--- config.mk ---
export PLATFORM = sky130hd
export DESIGN_NAME = noise_sequencer
export DESIGN_NICKNAME = d
export VERILOG_FILES = /design/src/rtl/noise_sequencer.sv
export SDC_FILE = /design/constraint.sdc
export NUM_CORES = 1
export LEC_CHECK = 0
export BUFFER_PORTS_ARGS = -buffer_cell sky130_fd_sc_hd__buf_2
export CAP_MARGIN = 15
export CORE_AREA = 5 5 316 287
export DETAILED_ROUTE_END_ITERATION = 10
export DIE_AREA = 0 0 321 292
export GPL_TIMING_DRIVEN = 0
export PLACE_DENSITY_LB_ADDON = 0.3
export SKIP_CTS_REPAIR_TIMING = 1
export SYNTH_ARGS = -nofsm -noshare
export SYNTH_HDL_FRONTEND = slang
export SYNTH_SLANG_ARGS = --single-unit
--- constraint.sdc ---
create_clock -name clk -period 3.9 [get_ports clk]
set_input_delay 0.585 -clock clk [delete_from_list [all_inputs] [get_ports clk]]
set_output_delay 0.585 -clock clk [all_outputs]
set_load 0.01 [all_outputs]
--- src/rtl/noise_sequencer.sv ---
// Per-timestep controller for the neuron noise generator bank: settles the bank,
// snapshots its outputs, then streams one sample per neuron over valid/ready.
module noise_sequencer #(
  parameter int buffer_size   = 32,
  parameter int Num_Neurons   = 16,
  parameter int Settle_Cycles = 12,
  parameter int Init_Cycles   = 2
) (
  input  logic                                                   clk,
  input  logic                                                   reset,
  input  logic                                                   step_start,
  input  logic                                                   reseed_req,
  input  logic [Num_Neurons*buffer_size-1:0]                     noise_array,
  output logic                                                   noise_active,
  output logic                                                   noise_init,
  output logic [buffer_size-1:0]                                 sample_out,
  output logic [((Num_Neurons > 1) ? $clog2(Num_Neurons) : 1)-1:0] sample_idx,
  output logic                                                   sample_valid,
  input  logic                                                   sample_ready,
  output logic                                                   step_done,
  output logic                                                   busy,
  output logic                                                   overrun
);

  localparam int IDX_W  = (Num_Neurons > 1) ? $clog2(Num_Neurons) : 1;
  localparam int RUN_W  = $clog2(Settle_Cycles + 1);
  localparam int INIT_W = $clog2(Init_Cycles + 1);
  localparam int ARR_W  = Num_Neurons * buffer_size;

  typedef enum logic [2:0] {
    IDLE   = 3'd0,
    INIT   = 3'd1,
    RUN    = 3'd2,
    LATCH  = 3'd3,
    STREAM = 3'd4,
    DONE   = 3'd5
  } state_e;

  state_e                  state_q, state_d;
  logic [RUN_W-1:0]        run_cnt_q, run_cnt_d;
  logic [INIT_W-1:0]       init_cnt_q, init_cnt_d;
  logic [IDX_W-1:0]        idx_q, idx_d;
  logic [ARR_W-1:0]        snap_q, snap_d;
  logic                    reseed_pend_q, reseed_pend_d;
  logic                    step_pend_q, step_pend_d;
  logic                    overrun_q, overrun_d;

  logic                    noise_active_q, noise_active_d;
  logic                    noise_init_q, noise_init_d;
  logic                    sample_valid_q, sample_valid_d;
  logic                    step_done_q, step_done_d;
  logic                    busy_q, busy_d;
  logic [buffer_size-1:0]  sample_out_q, sample_out_d;
  logic [IDX_W-1:0]        sample_idx_q, sample_idx_d;

  always_comb begin
    state_d       = state_q;
    run_cnt_d     = run_cnt_q;
    init_cnt_d    = init_cnt_q;
    idx_d         = idx_q;
    snap_d        = snap_q;
    reseed_pend_d = reseed_pend_q;
    step_pend_d   = step_pend_q;
    overrun_d     = overrun_q;

    case (state_q)
      IDLE: begin
        // A reseed always goes first; a coincident step stays pending behind it.
        if (reseed_pend_q || reseed_req) begin
          state_d       = INIT;
          init_cnt_d    = INIT_W'(Init_Cycles);
          reseed_pend_d = 1'b0;
          step_pend_d   = step_pend_q || step_start;
        end else if (step_pend_q || step_start) begin
          state_d     = RUN;
          run_cnt_d   = RUN_W'(Settle_Cycles);
          step_pend_d = 1'b0;
        end
      end
      INIT: begin
        if (init_cnt_q <= INIT_W'(1)) state_d = IDLE;
        else                          init_cnt_d = init_cnt_q - INIT_W'(1);
      end
      RUN: begin
        if (run_cnt_q <= RUN_W'(1)) state_d = LATCH;
        else                        run_cnt_d = run_cnt_q - RUN_W'(1);
      end
      LATCH: begin
        snap_d  = noise_array;
        idx_d   = '0;
        state_d = STREAM;
      end
      STREAM: begin
        if (sample_ready) begin
          if (idx_q == IDX_W'(Num_Neurons - 1)) state_d = DONE;
          else                                  idx_d   = idx_q + IDX_W'(1);
        end
      end
      DONE:    state_d = IDLE;
      default: state_d = IDLE;
    endcase

    // Requests seen while busy: steps are dropped and flagged, reseeds collapse.
    if (state_q != IDLE) begin
      if (step_start) overrun_d     = 1'b1;
      if (reseed_req) reseed_pend_d = 1'b1;
    end

    noise_active_d = (state_d == RUN);
    noise_init_d   = (state_d == INIT);
    sample_valid_d = (state_d == STREAM);
    step_done_d    = (state_d == DONE);
    busy_d         = (state_d != IDLE);
    sample_out_d   = '0;
    sample_idx_d   = '0;
    if (state_d == STREAM) begin
      sample_out_d = snap_d[int'(idx_d)*buffer_size +: buffer_size];
      sample_idx_d = idx_d;
    end
  end

  always_ff @(posedge clk) begin
    if (reset) begin
      state_q        <= IDLE;
      run_cnt_q      <= '0;
      init_cnt_q     <= '0;
      idx_q          <= '0;
      snap_q         <= '0;
      reseed_pend_q  <= 1'b0;
      step_pend_q    <= 1'b0;
      overrun_q      <= 1'b0;
      noise_active_q <= 1'b0;
      noise_init_q   <= 1'b0;
      sample_valid_q <= 1'b0;
      step_done_q    <= 1'b0;
      busy_q         <= 1'b0;
      sample_out_q   <= '0;
      sample_idx_q   <= '0;
    end else begin
      state_q        <= state_d;
      run_cnt_q      <= run_cnt_d;
      init_cnt_q     <= init_cnt_d;
      idx_q          <= idx_d;
      snap_q         <= snap_d;
      reseed_pend_q  <= reseed_pend_d;
      step_pend_q    <= step_pend_d;
      overrun_q      <= overrun_d;
      noise_active_q <= noise_active_d;
      noise_init_q   <= noise_init_d;
      sample_valid_q <= sample_valid_d;
      step_done_q    <= step_done_d;
      busy_q         <= busy_d;
      sample_out_q   <= sample_out_d;
      sample_idx_q   <= sample_idx_d;
    end
  end

  assign noise_active = noise_active_q;
  assign noise_init   = noise_init_q;
  assign sample_valid = sample_valid_q;
  assign step_done    = step_done_q;
  assign busy         = busy_q;
  assign sample_out   = sample_out_q;
  assign sample_idx   = sample_idx_q;
  assign overrun      = overrun_q;

endmodule
==> flow_summary_export.csv <==
group,metric,value,unit
run_status,violations,"negative setup slack",
pwr,power_leakage,12.1,nW
logic_synthesis,netlist_instances,3484,
logic_synthesis,yosysSeqAreaShare,44.0,%
drt,first_pass_iters,6,
drt,vias,29300,
logic_synthesis,avgSynthCellArea,7.43,sq um
global_routing,grt_pass1_wl,195,mm
pwr,power_density,448,nW/um^2
worst_setup_path,worstSetupStartpointType,"flop",
sta,tns,-0.101,ns
drt,drtIter0Drc,3676,
layout,n_fill_cell,9501,
flow_run,maxCapViolations,0,
clock_network,clock_latency,0.63,ns
sta,hold_violations,0,
global_routing,gr-usage-all-layers,28.8,%
global_routing,gr-total-overflow,0,
sta,fin_crit_sh,102,%
logic_synthesis,synth_top_area_cell,"dfxtp_1",
layout,syn2layout_area_growth,25.8,%
logic_synthesis,ys_warn_count,0,
global_routing,grt_max_degree,14,
global_routing,antenna_found_initial,63,
clock_network,cts-root-buf,"clkbuf_16",
floorplanning,rows,103,
floorplanning,die_w,321,um
logic_synthesis,synth_flop_cell,"dfxtp_1",
pwr,total_power,14.6,mW
worst_setup_path,critPathBufInv,3,
clock_network,cts-htree-levels,3,
sta,setup-violations-final,5,
logic_synthesis,netlist.area_leader.share,44.0,%
worst_setup_path,crit_chain,"ha_1, nand3_1, a211oi_1, nor2_1, buf_2, buf_1, buf_8, nand2_1, nand3_1, o2111ai_1, o21ai_1",
placement,io_buffer_count,557,
logic_synthesis,syn_area,25900,sq um
clock_network,clk_pin_slew,0.06,ns
placement,hpwl,114,mm
worst_setup_path,slowest_stage,"a211oi_1",
floorplanning,initial_core_util,29.7,%
worst_setup_path,r2r_cells,11,
layout,nets,4632,
drt,viasPerCell,5.47,
logic_synthesis,ys_types,69,
floorplanning,ioPinCount,559,
layout,finalNonFillerCells,5350,
worst_setup_path,cpPeakStageDelay,0.60,ns
worst_setup_path,crit_family,"compound AO/OA/AOI/OAI gates",
worst_setup_path,critPathLaunch,"idx_q[0]",
sta,timing.fmax,252,MHz
worst_setup_path,cp.arrival,4.41,ns
logic_synthesis,synth-edff-count,0,
layout,fin_util,37.4,%
sta,finalClockSkew,0.0252,ns
hold_path,min_path_type,"primary input to flop",
logic_synthesis,synthTopCellsByArea,"dfxtp_1, nand2_1, a21oi_1",
placement,place_inst,5197,
worst_setup_path,path_depth,11,
worst_setup_path,critPathMaxFanout,10,
floorplanning,die_y,292,um
floorplanning,die_area,93700,sq um
logic_synthesis,async_flop_share,0,%
sta,rsz0062_at_grt,"false",
drt,final_antenna_net_count,0,
worst_setup_path,crit_top_cell,"nand3_1",
worst_setup_path,critPathKind,"flop to flop",
floorplanning,coreArea,87000,sq um
clock_network,cts.sinks,569,
hold_path,whs_path_depth,3,
worst_setup_path,crit_required,4.34,ns
sta,setup_slack,-0.0692,ns
sta,slew-limit-headroom,21.1,%
logic_synthesis,ys_seq_elements,569,
drt,routed_wire_length_per_instance,26.9,um
logic_synthesis,syn_nets,4005,
drt,wirelength,144,mm
sta,fin_crit,3.97,ns
worst_setup_path,end_kind,"flop",
clock_network,cts_inserted_buffers,67,
sta,drv_slew,0,
clock_network,cts_tree,"built",
clock_network,max-clock-path-buffers,3,
worst_setup_path,timing.rr.start,"idx_q[0]",
placement,gp_congestion,0.992,
run_status,status,"finished with violations",
global_routing,grt_pass1_vias,27000,
placement,place_ws,-0.0716,ns
sta,worst_slew_pin_slew,1.18,ns
hold_path,worstHoldStart,"noise_array[250]",
drt,route.detailed.drc,0,
pwr,ir_drop,0.289,mV
layout,layout-drive-gt1-share,20.7,%
==> worst register-to-register path: cells and delay by family, from the launching register on <==
family	cells	cell delay [ns]
compound gates	3	1.30
buf+inv	3	0.93
flops	1	0.50
simple gates	4	0.76
fa+ha+maj	1	0.28
==> metal layers <==
| layer | vias up | share of wire (%) | routed length (um) | global-route usage [%] |
|---|---|---|---|---|
| li1 | 13300 | - | - | - |
| met1 | 14000 | 39 | 56000 | 36.6 |
| met2 | 1680 | 45 | 64600 | 46.1 |
| met3 | 301 | 12 | 16500 | 8.83 |
| met4 | 48 | 4.3 | 6170 | 10.7 |
| met5 | - | 0.21 | 298 | 0 |
==> sequential cells by signal, summed over array words and instances, names as in the netlist, 2 cells and up <==
signal      flops
state_q         3
init_cnt_q      2
idx_q           4
sample_idx      4
snap_q        512
sample_out     32
run_cnt_q       4
==> Yosys cell counts, types with 8 or more instances <==
| library cell | n |
|---|---|
| dfxtp_1 | 569 |
| buf_4 | 13 |
| buf_1 | 24 |
| o221ai_1 | 24 |
| o211ai_1 | 45 |
| and3_1 | 15 |
| clkbuf_1 | 164 |
| mux2i_1 | 59 |
| buf_2 | 110 |
| a22oi_1 | 12 |
| nor2_1 | 136 |
| nor4_1 | 8 |
| a211o_1 | 16 |
| a221oi_1 | 10 |
| nand2_1 | 1189 |
| o21ai_0 | 104 |
| mux4_2 | 12 |
| nand3_1 | 71 |
| a32oi_1 | 23 |
| o22ai_1 | 30 |
| a31o_1 | 8 |
| a31o_2 | 8 |
| nor3_1 | 69 |
| a31oi_1 | 32 |
| o31ai_1 | 10 |
| a211oi_1 | 42 |
| a21oi_1 | 540 |
| mux2_2 | 34 |
| or3_1 | 27 |
==> worst paths after layout <==
path                         end  slack, ns
setup / recovery  sample_out[12]      -0.07
hold / removal       snap_q[250]       0.19
setup reg to reg  sample_out[12]      -0.07
hold reg to reg      snap_q[450]       0.45
==> cell families (layout without fill, tap and decap cells) <==
logic type	count (synthesis)	in the layout	synth area share, %
xor+xnor	3	3	0.102
mux	105	105	4.81
other cells	0	35	0
simple gates	1542	1542	24.1
fa+ha+maj	4	4	0.193
buf+inv	321	997	5.44
flops	569	569	44.0
compound gates	940	940	21.4
==> placed cells by master (no fill, tap or decap), drive strengths merged, types with 6 or more instances in the layout <==
cell and n:
a211o 16, a32oi 23, clkinv 7, inv 10, nand3 72, a211oi 44, o2111ai 7, nand2 1193
a21oi 540, a2111oi 6, a31oi 32, a22oi 12, o221ai 24, o22ai 30, o211ai 47, nor2 139
nor3 70, bufinv 8, buf 706, o31ai 10, and3 15, mux4 12, dfxtp 569, diode 35
mux2 34, o21ai 110, a31o 16, nor4 9, clkbuf 262, a221oi 10, mux2i 59, or3 27
==> power breakdown <==
group	internal, mW	total [mW]	switching, mW	leakage [nW]
Clock	4.08	6.77	2.68	1.13
Combinational	0.583	1.65	1.07	6.34
Sequential	6.01	6.15	0.144	4.59
Total	10.7	14.6	3.90	12.1
==> cell type report <==
| cell class | count | area, sq um | area share [%] |
|---|---|---|---|
| plain buffers | 313 | 1380 | 4.24 |
| well taps | 1155 | 1450 | 4.44 |
| clock buffers | 97 | 1990 | 6.13 |
| multi-input cells | 2594 | 13100 | 40.2 |
| repair buffers | 558 | 2800 | 8.61 |
| inverters | 8 | 30.0 | 0.0923 |
| diodes | 35 | 87.6 | 0.269 |
| flip-flops and latches | 569 | 11400 | 35.0 |
| clock inverters | 21 | 327 | 1.00 |
==> per-stage QoR <==
| step | hold slack (ns) | area, sq um |
|---|---|---|
| after floorplan | 0.432 | 25900 |
| after global placement | 0.440 | 30100 |
| after detailed placement | 0.444 | 30100 |
| after CTS | 0.162 | 32400 |
| after global routing | 0.191 | 32500 |
| final | 0.187 | 32500 |
(Power assumes the default switching activity.)
